--- src/rtl/mos_pkg.sv ---
// Shared types for the MOSby micro-sequenced decoder: ALU/branch encodings,
// supported opcodes and the per-cycle control word.
package mos_pkg;

  typedef enum logic [3:0] {
    ALU_ADD  = 4'd0,
    ALU_ADC  = 4'd1,
    ALU_SBC  = 4'd2,
    ALU_AND  = 4'd3,
    ALU_EOR  = 4'd4,
    ALU_ORA  = 4'd5,
    ALU_BIT  = 4'd6,
    ALU_ASL  = 4'd7,
    ALU_LSR  = 4'd8,
    ALU_ROL  = 4'd9,
    ALU_ROR  = 4'd10,
    ALU_PASS = 4'd11
  } alu_op_e;

  typedef enum logic [2:0] {
    BR_NONE = 3'd0,
    BR_EQ   = 3'd1,
    BR_NE   = 3'd2
  } branch_op_e;

  localparam logic [7:0] OP_ADC_IMM = 8'h69;
  localparam logic [7:0] OP_AND_IMM = 8'h29;
  localparam logic [7:0] OP_ORA_IMM = 8'h09;
  localparam logic [7:0] OP_EOR_IMM = 8'h49;
  localparam logic [7:0] OP_SBC_IMM = 8'hE9;
  localparam logic [7:0] OP_LDA_IMM = 8'hA9;
  localparam logic [7:0] OP_ADC_ZP  = 8'h65;
  localparam logic [7:0] OP_LDA_ZP  = 8'hA5;
  localparam logic [7:0] OP_ADC_ABS = 8'h6D;
  localparam logic [7:0] OP_LDA_ABS = 8'hAD;
  localparam logic [7:0] OP_JMP_ABS = 8'h4C;
  localparam logic [7:0] OP_BEQ     = 8'hF0;
  localparam logic [7:0] OP_BNE     = 8'hD0;
  localparam logic [7:0] OP_NOP     = 8'hEA;

  typedef struct packed {
    logic       w_rd;
    logic       pc_data;
    logic       increment;
    logic       lower_byte;
    logic       x_con;
    logic       y_con;
    logic       accumulator_con;
    logic       status_con;
    logic       stack_pointer_con;
    alu_op_e    alu_op;
    branch_op_e branch_op;
    logic       branch_uncon;
    logic       branch_con;
    logic       fetch;
    logic       last;
  } ctrl_t;

  // ALU operation applied when an accumulator-loading opcode writes A.
  function automatic alu_op_e acc_alu_op(input logic [7:0] op);
    case (op)
      OP_ADC_IMM, OP_ADC_ZP, OP_ADC_ABS: acc_alu_op = ALU_ADC;
      OP_AND_IMM:                        acc_alu_op = ALU_AND;
      OP_ORA_IMM:                        acc_alu_op = ALU_ORA;
      OP_EOR_IMM:                        acc_alu_op = ALU_EOR;
      OP_SBC_IMM:                        acc_alu_op = ALU_SBC;
      default:                           acc_alu_op = ALU_PASS;
    endcase
  endfunction

endpackage

--- src/rtl/mos_microseq_decoder_if.sv ---
// Bus between the instruction side / datapath and the decoder: stall, flush,
// fetched byte in; control word and sequencing status out.
interface mos_microseq_decoder_if #(
  parameter int STEP_W = 3
);
  logic              normal;
  logic              flush;
  logic [7:0]        instruction;

  logic              w_rd;
  logic              pc_data;
  logic              increment;
  logic              lower_byte;
  logic              x_con;
  logic              y_con;
  logic              accumulator_con;
  logic              status_con;
  logic              stack_pointer_con;
  logic [3:0]        alu_op;
  logic [2:0]        branch_op;
  logic              branch_uncon;
  logic              branch_con;
  logic [STEP_W-1:0] step;
  logic              fetch;
  logic              last_step;
  logic              illegal;

  modport master (
    output normal, flush, instruction,
    input  w_rd, pc_data, increment, lower_byte, x_con, y_con, accumulator_con,
           status_con, stack_pointer_con, alu_op, branch_op, branch_uncon,
           branch_con, step, fetch, last_step, illegal
  );

  modport slave (
    input  normal, flush, instruction,
    output w_rd, pc_data, increment, lower_byte, x_con, y_con, accumulator_con,
           status_con, stack_pointer_con, alu_op, branch_op, branch_uncon,
           branch_con, step, fetch, last_step, illegal
  );
endinterface

--- src/rtl/mos_ucode_rom.sv ---
// Combinational microcode table: (opcode, micro-step) -> control word, plus a
// flag for unknown opcodes or steps past the end of an instruction.
module mos_ucode_rom
  import mos_pkg::*;
#(
  parameter int ILLEGAL_TRAP = 1,
  parameter int STEP_W       = 3
) (
  input  logic [7:0]        i_ir,
  input  logic [STEP_W-1:0] i_step,
  output ctrl_t             o_cw,
  output logic              o_bad
);

  localparam logic [STEP_W-1:0] S0 = STEP_W'(0);
  localparam logic [STEP_W-1:0] S1 = STEP_W'(1);
  localparam logic [STEP_W-1:0] S2 = STEP_W'(2);
  localparam logic [STEP_W-1:0] S3 = STEP_W'(3);

  logic w_over;

  // NOTE: every output gets a default first so no path through the case can infer a latch.
  always_comb begin
    o_cw   = '0;
    o_bad  = 1'b0;
    w_over = 1'b0;
    if (i_step == S0) begin
      o_cw.pc_data   = 1'b1;
      o_cw.increment = 1'b1;
      o_cw.fetch     = 1'b1;
    end else begin
      case (i_ir)
        OP_ADC_IMM, OP_AND_IMM, OP_ORA_IMM, OP_EOR_IMM, OP_SBC_IMM, OP_LDA_IMM: begin
          if (i_step == S1) begin
            o_cw.pc_data         = 1'b1;
            o_cw.increment       = 1'b1;
            o_cw.accumulator_con = 1'b1;
            o_cw.status_con      = 1'b1;
            o_cw.alu_op          = acc_alu_op(i_ir);
            o_cw.last            = 1'b1;
          end else w_over = 1'b1;
        end
        OP_ADC_ZP, OP_LDA_ZP, OP_ADC_ABS, OP_LDA_ABS, OP_JMP_ABS: begin
          // Operand bytes follow the opcode; the first one is the low address byte.
          if (i_step == S1) begin
            o_cw.pc_data    = 1'b1;
            o_cw.increment  = 1'b1;
            o_cw.lower_byte = 1'b1;
          end else if (i_step == S2 && i_ir == OP_JMP_ABS) begin
            o_cw.pc_data      = 1'b1;
            o_cw.branch_uncon = 1'b1;
            o_cw.last         = 1'b1;
          end else if (i_step == S2 && (i_ir == OP_ADC_ABS || i_ir == OP_LDA_ABS)) begin
            o_cw.pc_data   = 1'b1;
            o_cw.increment = 1'b1;
          end else if ((i_step == S2 && (i_ir == OP_ADC_ZP || i_ir == OP_LDA_ZP)) ||
                       (i_step == S3 && (i_ir == OP_ADC_ABS || i_ir == OP_LDA_ABS))) begin
            o_cw.accumulator_con = 1'b1;
            o_cw.status_con      = 1'b1;
            o_cw.alu_op          = acc_alu_op(i_ir);
            o_cw.last            = 1'b1;
          end else w_over = 1'b1;
        end
        OP_BEQ, OP_BNE: begin
          if (i_step == S1) begin
            o_cw.pc_data    = 1'b1;
            o_cw.increment  = 1'b1;
            o_cw.branch_con = 1'b1;
            o_cw.branch_op  = (i_ir == OP_BEQ) ? BR_EQ : BR_NE;
            o_cw.last       = 1'b1;
          end else w_over = 1'b1;
        end
        OP_NOP: begin
          if (i_step == S1) o_cw.last = 1'b1;
          else              w_over    = 1'b1;
        end
        default: begin
          if (i_step == S1) begin
            o_bad     = 1'b1;
            o_cw.last = (ILLEGAL_TRAP == 0);
          end else w_over = 1'b1;
        end
      endcase
    end
    // A step beyond the end of any instruction ends it and flags the anomaly.
    if (w_over) begin
      o_cw.last = 1'b1;
      o_bad     = 1'b1;
    end
  end

endmodule

--- src/rtl/mos_microseq_decoder.sv ---
// Micro-sequenced opcode decoder: owns IR, the micro-step counter and the
// illegal-opcode trap, and gates the microcode control word for stall/reset.
module mos_microseq_decoder
  import mos_pkg::*;
#(
  parameter int         MAX_STEPS    = 8,
  parameter int         STEP_W       = 3,
  parameter int         ILLEGAL_TRAP = 1,
  parameter logic [7:0] RESET_IR     = 8'hEA
) (
  input logic                  clk_2,
  input logic                  rst,
  mos_microseq_decoder_if.slave bus
);

  logic [7:0]        r_ir;
  logic [STEP_W-1:0] r_step;
  logic              r_trap;

  ctrl_t w_cw;
  logic  w_bad;
  logic  w_guard;

  mos_ucode_rom #(
    .ILLEGAL_TRAP (ILLEGAL_TRAP),
    .STEP_W       (STEP_W)
  ) u_rom (
    .i_ir   (r_ir),
    .i_step (r_step),
    .o_cw   (w_cw),
    .o_bad  (w_bad)
  );

  // Safety net: a microprogram that reaches the last counter slot without ending is aborted.
  assign w_guard = (r_step == STEP_W'(MAX_STEPS - 1)) && !w_cw.last && !r_trap;

  // NOTE: sequential state uses non-blocking assignments so every register samples pre-edge values.
  always_ff @(posedge clk_2) begin
    if (rst || bus.flush) begin
      r_step <= '0;
      r_ir   <= RESET_IR;
      r_trap <= 1'b0;
    end else if (bus.normal && !r_trap) begin
      if (r_step == '0) begin
        r_ir   <= bus.instruction;
        r_step <= STEP_W'(1);
      end else if (w_cw.last || w_guard) begin
        r_step <= '0;
      end else if (w_bad && (ILLEGAL_TRAP != 0)) begin
        r_trap <= 1'b1;
      end else begin
        r_step <= r_step + STEP_W'(1);
      end
    end
  end

  always_comb begin
    bus.w_rd              = 1'b0;
    bus.pc_data           = 1'b0;
    bus.increment         = 1'b0;
    bus.lower_byte        = 1'b0;
    bus.x_con             = 1'b0;
    bus.y_con             = 1'b0;
    bus.accumulator_con   = 1'b0;
    bus.status_con        = 1'b0;
    bus.stack_pointer_con = 1'b0;
    bus.alu_op            = 4'd0;
    bus.branch_op         = 3'd0;
    bus.branch_uncon      = 1'b0;
    bus.branch_con        = 1'b0;
    bus.fetch             = 1'b0;
    bus.last_step         = 1'b0;
    bus.illegal           = 1'b0;
    bus.step              = rst ? '0 : r_step;
    if (!rst && bus.normal) begin
      if (r_trap) begin
        bus.illegal = 1'b1;
      end else begin
        bus.w_rd              = w_cw.w_rd;
        bus.pc_data           = w_cw.pc_data;
        bus.increment         = w_cw.increment;
        bus.lower_byte        = w_cw.lower_byte;
        bus.x_con             = w_cw.x_con;
        bus.y_con             = w_cw.y_con;
        bus.accumulator_con   = w_cw.accumulator_con;
        bus.status_con        = w_cw.status_con;
        bus.stack_pointer_con = w_cw.stack_pointer_con;
        bus.alu_op            = w_cw.alu_op;
        bus.branch_op         = w_cw.branch_op;
        bus.branch_uncon      = w_cw.branch_uncon;
        bus.branch_con        = w_cw.branch_con;
        bus.fetch             = w_cw.fetch;
        bus.last_step         = w_cw.last;
        bus.illegal           = w_bad | w_guard;
      end
    end
  end

endmodule

--- src/flat_wrapper.sv ---
// flat-port wrapper written by rule: the top's interface ports become plain ports
module mos_microseq_decoder_flat import mos_pkg::*;
#(
  parameter int         MAX_STEPS    = 8,
  parameter int         STEP_W       = 3,
  parameter int         ILLEGAL_TRAP = 1,
  parameter logic [7:0] RESET_IR     = 8'hEA
)
  (clk_2, rst, bus_normal, bus_flush, bus_instruction, bus_w_rd, bus_pc_data, bus_increment, bus_lower_byte, bus_x_con, bus_y_con, bus_accumulator_con, bus_status_con, bus_stack_pointer_con, bus_alu_op, bus_branch_op, bus_branch_uncon, bus_branch_con, bus_step, bus_fetch, bus_last_step, bus_illegal);
  mos_microseq_decoder_if #(.STEP_W(STEP_W)) bus_i ();
  input logic clk_2;
  input logic rst;
  input wire logic [$bits(bus_i.normal)-1:0] bus_normal;
  input wire logic [$bits(bus_i.flush)-1:0] bus_flush;
  input wire logic [$bits(bus_i.instruction)-1:0] bus_instruction;
  output wire logic [$bits(bus_i.w_rd)-1:0] bus_w_rd;
  output wire logic [$bits(bus_i.pc_data)-1:0] bus_pc_data;
  output wire logic [$bits(bus_i.increment)-1:0] bus_increment;
  output wire logic [$bits(bus_i.lower_byte)-1:0] bus_lower_byte;
  output wire logic [$bits(bus_i.x_con)-1:0] bus_x_con;
  output wire logic [$bits(bus_i.y_con)-1:0] bus_y_con;
  output wire logic [$bits(bus_i.accumulator_con)-1:0] bus_accumulator_con;
  output wire logic [$bits(bus_i.status_con)-1:0] bus_status_con;
  output wire logic [$bits(bus_i.stack_pointer_con)-1:0] bus_stack_pointer_con;
  output wire logic [$bits(bus_i.alu_op)-1:0] bus_alu_op;
  output wire logic [$bits(bus_i.branch_op)-1:0] bus_branch_op;
  output wire logic [$bits(bus_i.branch_uncon)-1:0] bus_branch_uncon;
  output wire logic [$bits(bus_i.branch_con)-1:0] bus_branch_con;
  output wire logic [$bits(bus_i.step)-1:0] bus_step;
  output wire logic [$bits(bus_i.fetch)-1:0] bus_fetch;
  output wire logic [$bits(bus_i.last_step)-1:0] bus_last_step;
  output wire logic [$bits(bus_i.illegal)-1:0] bus_illegal;
  assign bus_i.normal = bus_normal;
  assign bus_i.flush = bus_flush;
  assign bus_i.instruction = bus_instruction;
  assign bus_w_rd = bus_i.w_rd;
  assign bus_pc_data = bus_i.pc_data;
  assign bus_increment = bus_i.increment;
  assign bus_lower_byte = bus_i.lower_byte;
  assign bus_x_con = bus_i.x_con;
  assign bus_y_con = bus_i.y_con;
  assign bus_accumulator_con = bus_i.accumulator_con;
  assign bus_status_con = bus_i.status_con;
  assign bus_stack_pointer_con = bus_i.stack_pointer_con;
  assign bus_alu_op = bus_i.alu_op;
  assign bus_branch_op = bus_i.branch_op;
  assign bus_branch_uncon = bus_i.branch_uncon;
  assign bus_branch_con = bus_i.branch_con;
  assign bus_step = bus_i.step;
  assign bus_fetch = bus_i.fetch;
  assign bus_last_step = bus_i.last_step;
  assign bus_illegal = bus_i.illegal;
  mos_microseq_decoder #(.MAX_STEPS(MAX_STEPS), .STEP_W(STEP_W), .ILLEGAL_TRAP(ILLEGAL_TRAP), .RESET_IR(RESET_IR)) u_core (.clk_2(clk_2), .rst(rst), .bus(bus_i));
endmodule
--- config.mk ---
export PLATFORM = sky130hd
export DESIGN_NAME = mos_microseq_decoder_flat
export DESIGN_NICKNAME = d
export VERILOG_FILES = /design/src/rtl/mos_pkg.sv /design/src/rtl/mos_microseq_decoder_if.sv /design/src/rtl/mos_ucode_rom.sv /design/src/rtl/mos_microseq_decoder.sv /design/src/flat_wrapper.sv
export SDC_FILE = /design/constraint.sdc
export NUM_CORES = 1
export LEC_CHECK = 0
export ABC_AREA = 1
export CAP_MARGIN = 10
export CORE_MARGIN = 10
export CORE_UTILIZATION = 25
export CTS_CLUSTER_DIAMETER = 80
export DETAILED_ROUTE_END_ITERATION = 10
export DONT_BUFFER_PORTS = 1
export PLACE_DENSITY = 0.43
export SYNTH_ARGS = -nofsm -noshare
export SYNTH_HDL_FRONTEND = slang
export SYNTH_HIERARCHICAL = 1
export SYNTH_SLANG_ARGS = --single-unit
export TNS_END_PERCENT = 10
--- constraint.sdc ---
create_clock -name clk_2 -period 2.2 [get_ports clk_2]
set_input_delay 0.33 -clock clk_2 [delete_from_list [all_inputs] [get_ports clk_2]]
set_output_delay 0.33 -clock clk_2 [all_outputs]
set_load 0.1 [all_outputs]
==> impl_metrics.yaml <==
outcome:
  outcome: "finished with violations"
  violations: "slew limit, setup timing"
synth:
  synth_area_leaders: "nand2_1 23%, dfxtp_1 18%, nor2_1 17%"
  synth_top_family_by_area: "simple AND/OR/NAND/NOR gates"
  ys_ff_latch: 12
  synth_simple_gate_area_frac: 0.589
  synth_mux_area_frac: 0
  syn_inst: 256
  synth_compound_area_frac: 0.0542
  syn_avg_cell_area_um2: 5.32
  synth_ff_type: "dfxtp_1"
  synthAdderAreaFrac: 0.0276
  ys_types: 25
  yosys.area.top_type: "nand2_1"
  synth-edff-count: 0
  async_reset_ff_frac: 0
  ys_seq_area_frac: 0.176
  synth_top_area_frac: 0.232
  syn_area_um2: 1360
  synth_xor_area_frac: 0
  synth_warnings: 6
timing:
  worstMarginPinSlew_ns: 1.74
  period_minus_slack_ns: 2.28
  setup_ws_ns: -0.0773
  finalHoldWorstSlack_ns: 0.217
  max_freq_mhz: 439
  setup_viol: 6
  min_period_over_period: 1.04
  max_slew_margin: -0.165
  skew_ns: 0.00271
  drv_slew: 5
  rsz0062_at_grt: "true"
  hold_viol: 0
detailed_routing:
  route.detailed.drc: 0
  dr.pass1.iters: 4
  drt_iter0_drc: 30
  wl_per_cell_um: 10.2
  drt_wl_total_um: 3670
  vias: 1492
  postRouteAntennaNets: 0
  via_per_inst: 4.16
worst_setup_path:
  crit_path_end_kind: "output pin"
  critPathMaxFanout: 7
  regToRegStartpoint: "u_core/r_ir[7]$_SDFFE_PP1P_"
  critPathRequiredTime_ns: 1.87
  timing.rr.end: "u_core/r_step[1]$_SDFFE_PP0P_"
  worstPathArrival_ns: 1.95
  worstRegToRegCells: 18
  regToRegSetupSlack_ns: 0.23
  cp-start-kind: "flop"
  worstSetupPathType: "flop to output pin"
die:
  die_w_um: 93.8
  fp-row-count: 26
  initial_core_util: 0.262
  die_area_um2: 8800
  die_h_um: 93.8
  io_pins: 36
  core_area_um2: 5200
placed_design:
  portBuffers: 0
  gp_congestion: 0.845
  place_hpwl_um: 3010
global_routing:
  gr-total-overflow: 0
  grt_pass1_vias: 1526
  grt_antenna_before_repair: 0
  grt_use_total: 0.0890
  grt_pass1_wl_um: 6730
  grt_max_degree: 22
run:
  cap_viol_max_count: 0
clocking:
  cts_buffers: 3
  cts_buffer_depth: 2
  htree_levels: 1
  cts_hold_buf: 0
  cts_tree: "done"
  worstSkewPairLatency_ns: 0.24
  cts_sinks: 12
  clockRootBuffer: "clkbuf_8"
  clk_pin_slew_ns: 0.05
pwr:
  power_leakage_nw: 1.02
  cellPowerDensity_nw_per_um2: 391
  ir_worst_vdd_mv: 0.313
layout:
  diodes: 0
  multi_input_area_um2: 1080
  seq_area_um2: 260
  layout-drive-gt1-share: 0.415
  n_fill_cell: 580
  post-route-util: 0.392
  synthToLayoutAreaGrowth_pct: 49.9
  nets: 305
worst_hold_path:
  worstHoldEndpoint: "u_core/r_ir[1]$_SDFFE_PP1P_"
  holdCritPathClass: "input pin to flop"
  min_from: "bus_instruction[1]"
  holdPathStages: 2
## kinds of logic (layout without fill, tap and decap cells)
family | after synthesis | count (layout)
compound gates | 11 | 11
fa+ha+maj | 3 | 3
buf+inv | 44 | 73
flops | 12 | 12
other cells | 1 | 5
simple gates | 185 | 185
## flip-flops by register name, indices dropped and copies added, names as in the netlist
name,count
u_core/r_ir,8
u_core/r_step,3
u_core/r_trap,1
## worst max-delay path, cell delays in order, from the launching register on
cell,delay (ns)
dfxtp_2,0.33
inv_2,0.07
nand2_4,0.07
nor2_4,0.19
nand3_2,0.12
nand2_2,0.10
nor2_4,0.05
nand2_2,0.06
nand3_2,0.07
nand2_2,0.07
inv_2,0.04
buf_4,0.13
nor3_4,0.21
buf_12,0.20
## timing repair
| item | CTS | global route |
|---|---|---|
| hold endpoints to repair | 0 | 0 |
| setup buffers | 8 | 1 |
| resized for setup | 34 | 13 |
| pin swaps | 15 | 12 |
| setup endpoints to repair | 6 | 12 |
## cell usage in the layout (no fill, tap or decap), types with 2 or more instances in the layout
cell type and count:
nand3_1 15, nor2_1 38, clkbuf_8 4, nor2_2 25, nand2_2 16, inv_4 2
nor2_4 5, o21ai_0 4, nand2_1 75, ha_1 3, buf_4 22, nand3_2 2
dfxtp_1 2, inv_2 11, a21oi_1 2, nor3_1 2, dfxtp_4 3, conb_1 5
buf_12 13, dfxtp_2 7, nand2_4 4, inv_1 21
## synth_stat cells, types with 2 or more instances
cell type / instances
nand2_1: 84
nor2_1: 61
inv_1: 24
nand3_1: 16
dfxtp_1: 12
nand2_2: 11
inv_2: 9
buf_4: 7
nor2_2: 5
o21ai_0: 4
a21oi_1: 3
ha_1: 3
nor3_1: 3
buf_2: 2
nor2_4: 2
## routing by layer
layer | global-route usage | vias to the layer above | routed length [um]
met5 | 0 | - | 0
met4 | 0.0291 | 0 | 23
met3 | 0.0216 | 2 | 264
met2 | 0.148 | 29 | 1630
met1 | 0.109 | 639 | 1750
li1 | - | 822 | -
## cell type report
| type | instances | share of cell area |
|---|---|---|
| clock buffer | 4 | 0.0270 |
| inverter | 34 | 0.0650 |
| multi-input combinational | 204 | 0.529 |
| sequential | 12 | 0.128 |
| tap | 70 | 0.0429 |
| timing repair buffer | 35 | 0.208 |
## metrics by stage
step,TNS [ns],worst slack (ns),std cells,area [um^2],total power [mW]
5_1_grt,-1.69,-0.246,359,2040,0.853
2_1_floorplan,-3.21,-0.448,260,1420,0.477
4_1_cts,-0.319,-0.0930,358,1990,0.803
6_report,-0.266,-0.0773,359,2040,0.798
3_3_place_gp,0,0.00575,346,1790,0.540
3_5_place_dp,-0.00137,-0.00137,346,1790,0.540
## how the worst max path moves through the flow
stage	startpoint	to	slack, ns
after global placement	u_core/r_ir[6]$_SDFFE_PP1P_	bus_illegal	0.006
after detailed placement	u_core/r_ir[6]$_SDFFE_PP1P_	bus_illegal	-0.001
final	u_core/r_ir[1]$_SDFFE_PP1P_	bus_last_step	-0.08
after CTS	u_core/r_ir[4]$_SDFFE_PP0P_	bus_illegal	-0.09
after floorplan	u_core/r_ir[1]$_SDFFE_PP1P_	bus_pc_data	-0.45
after global routing	u_core/r_ir[7]$_SDFFE_PP1P_	bus_illegal	-0.25
## report_power, final
group / switching, mW / leakage, nW / total (mW) / internal, mW
logic: 0.220 / 0.896 / 0.318 / 0.0985
registers: 0.0148 / 0.0993 / 0.243 / 0.228
clock network: 0.0791 / 0.0288 / 0.237 / 0.158
total: 0.314 / 1.02 / 0.798 / 0.485
No activity file was read; power rests on OpenSTA's default activity.
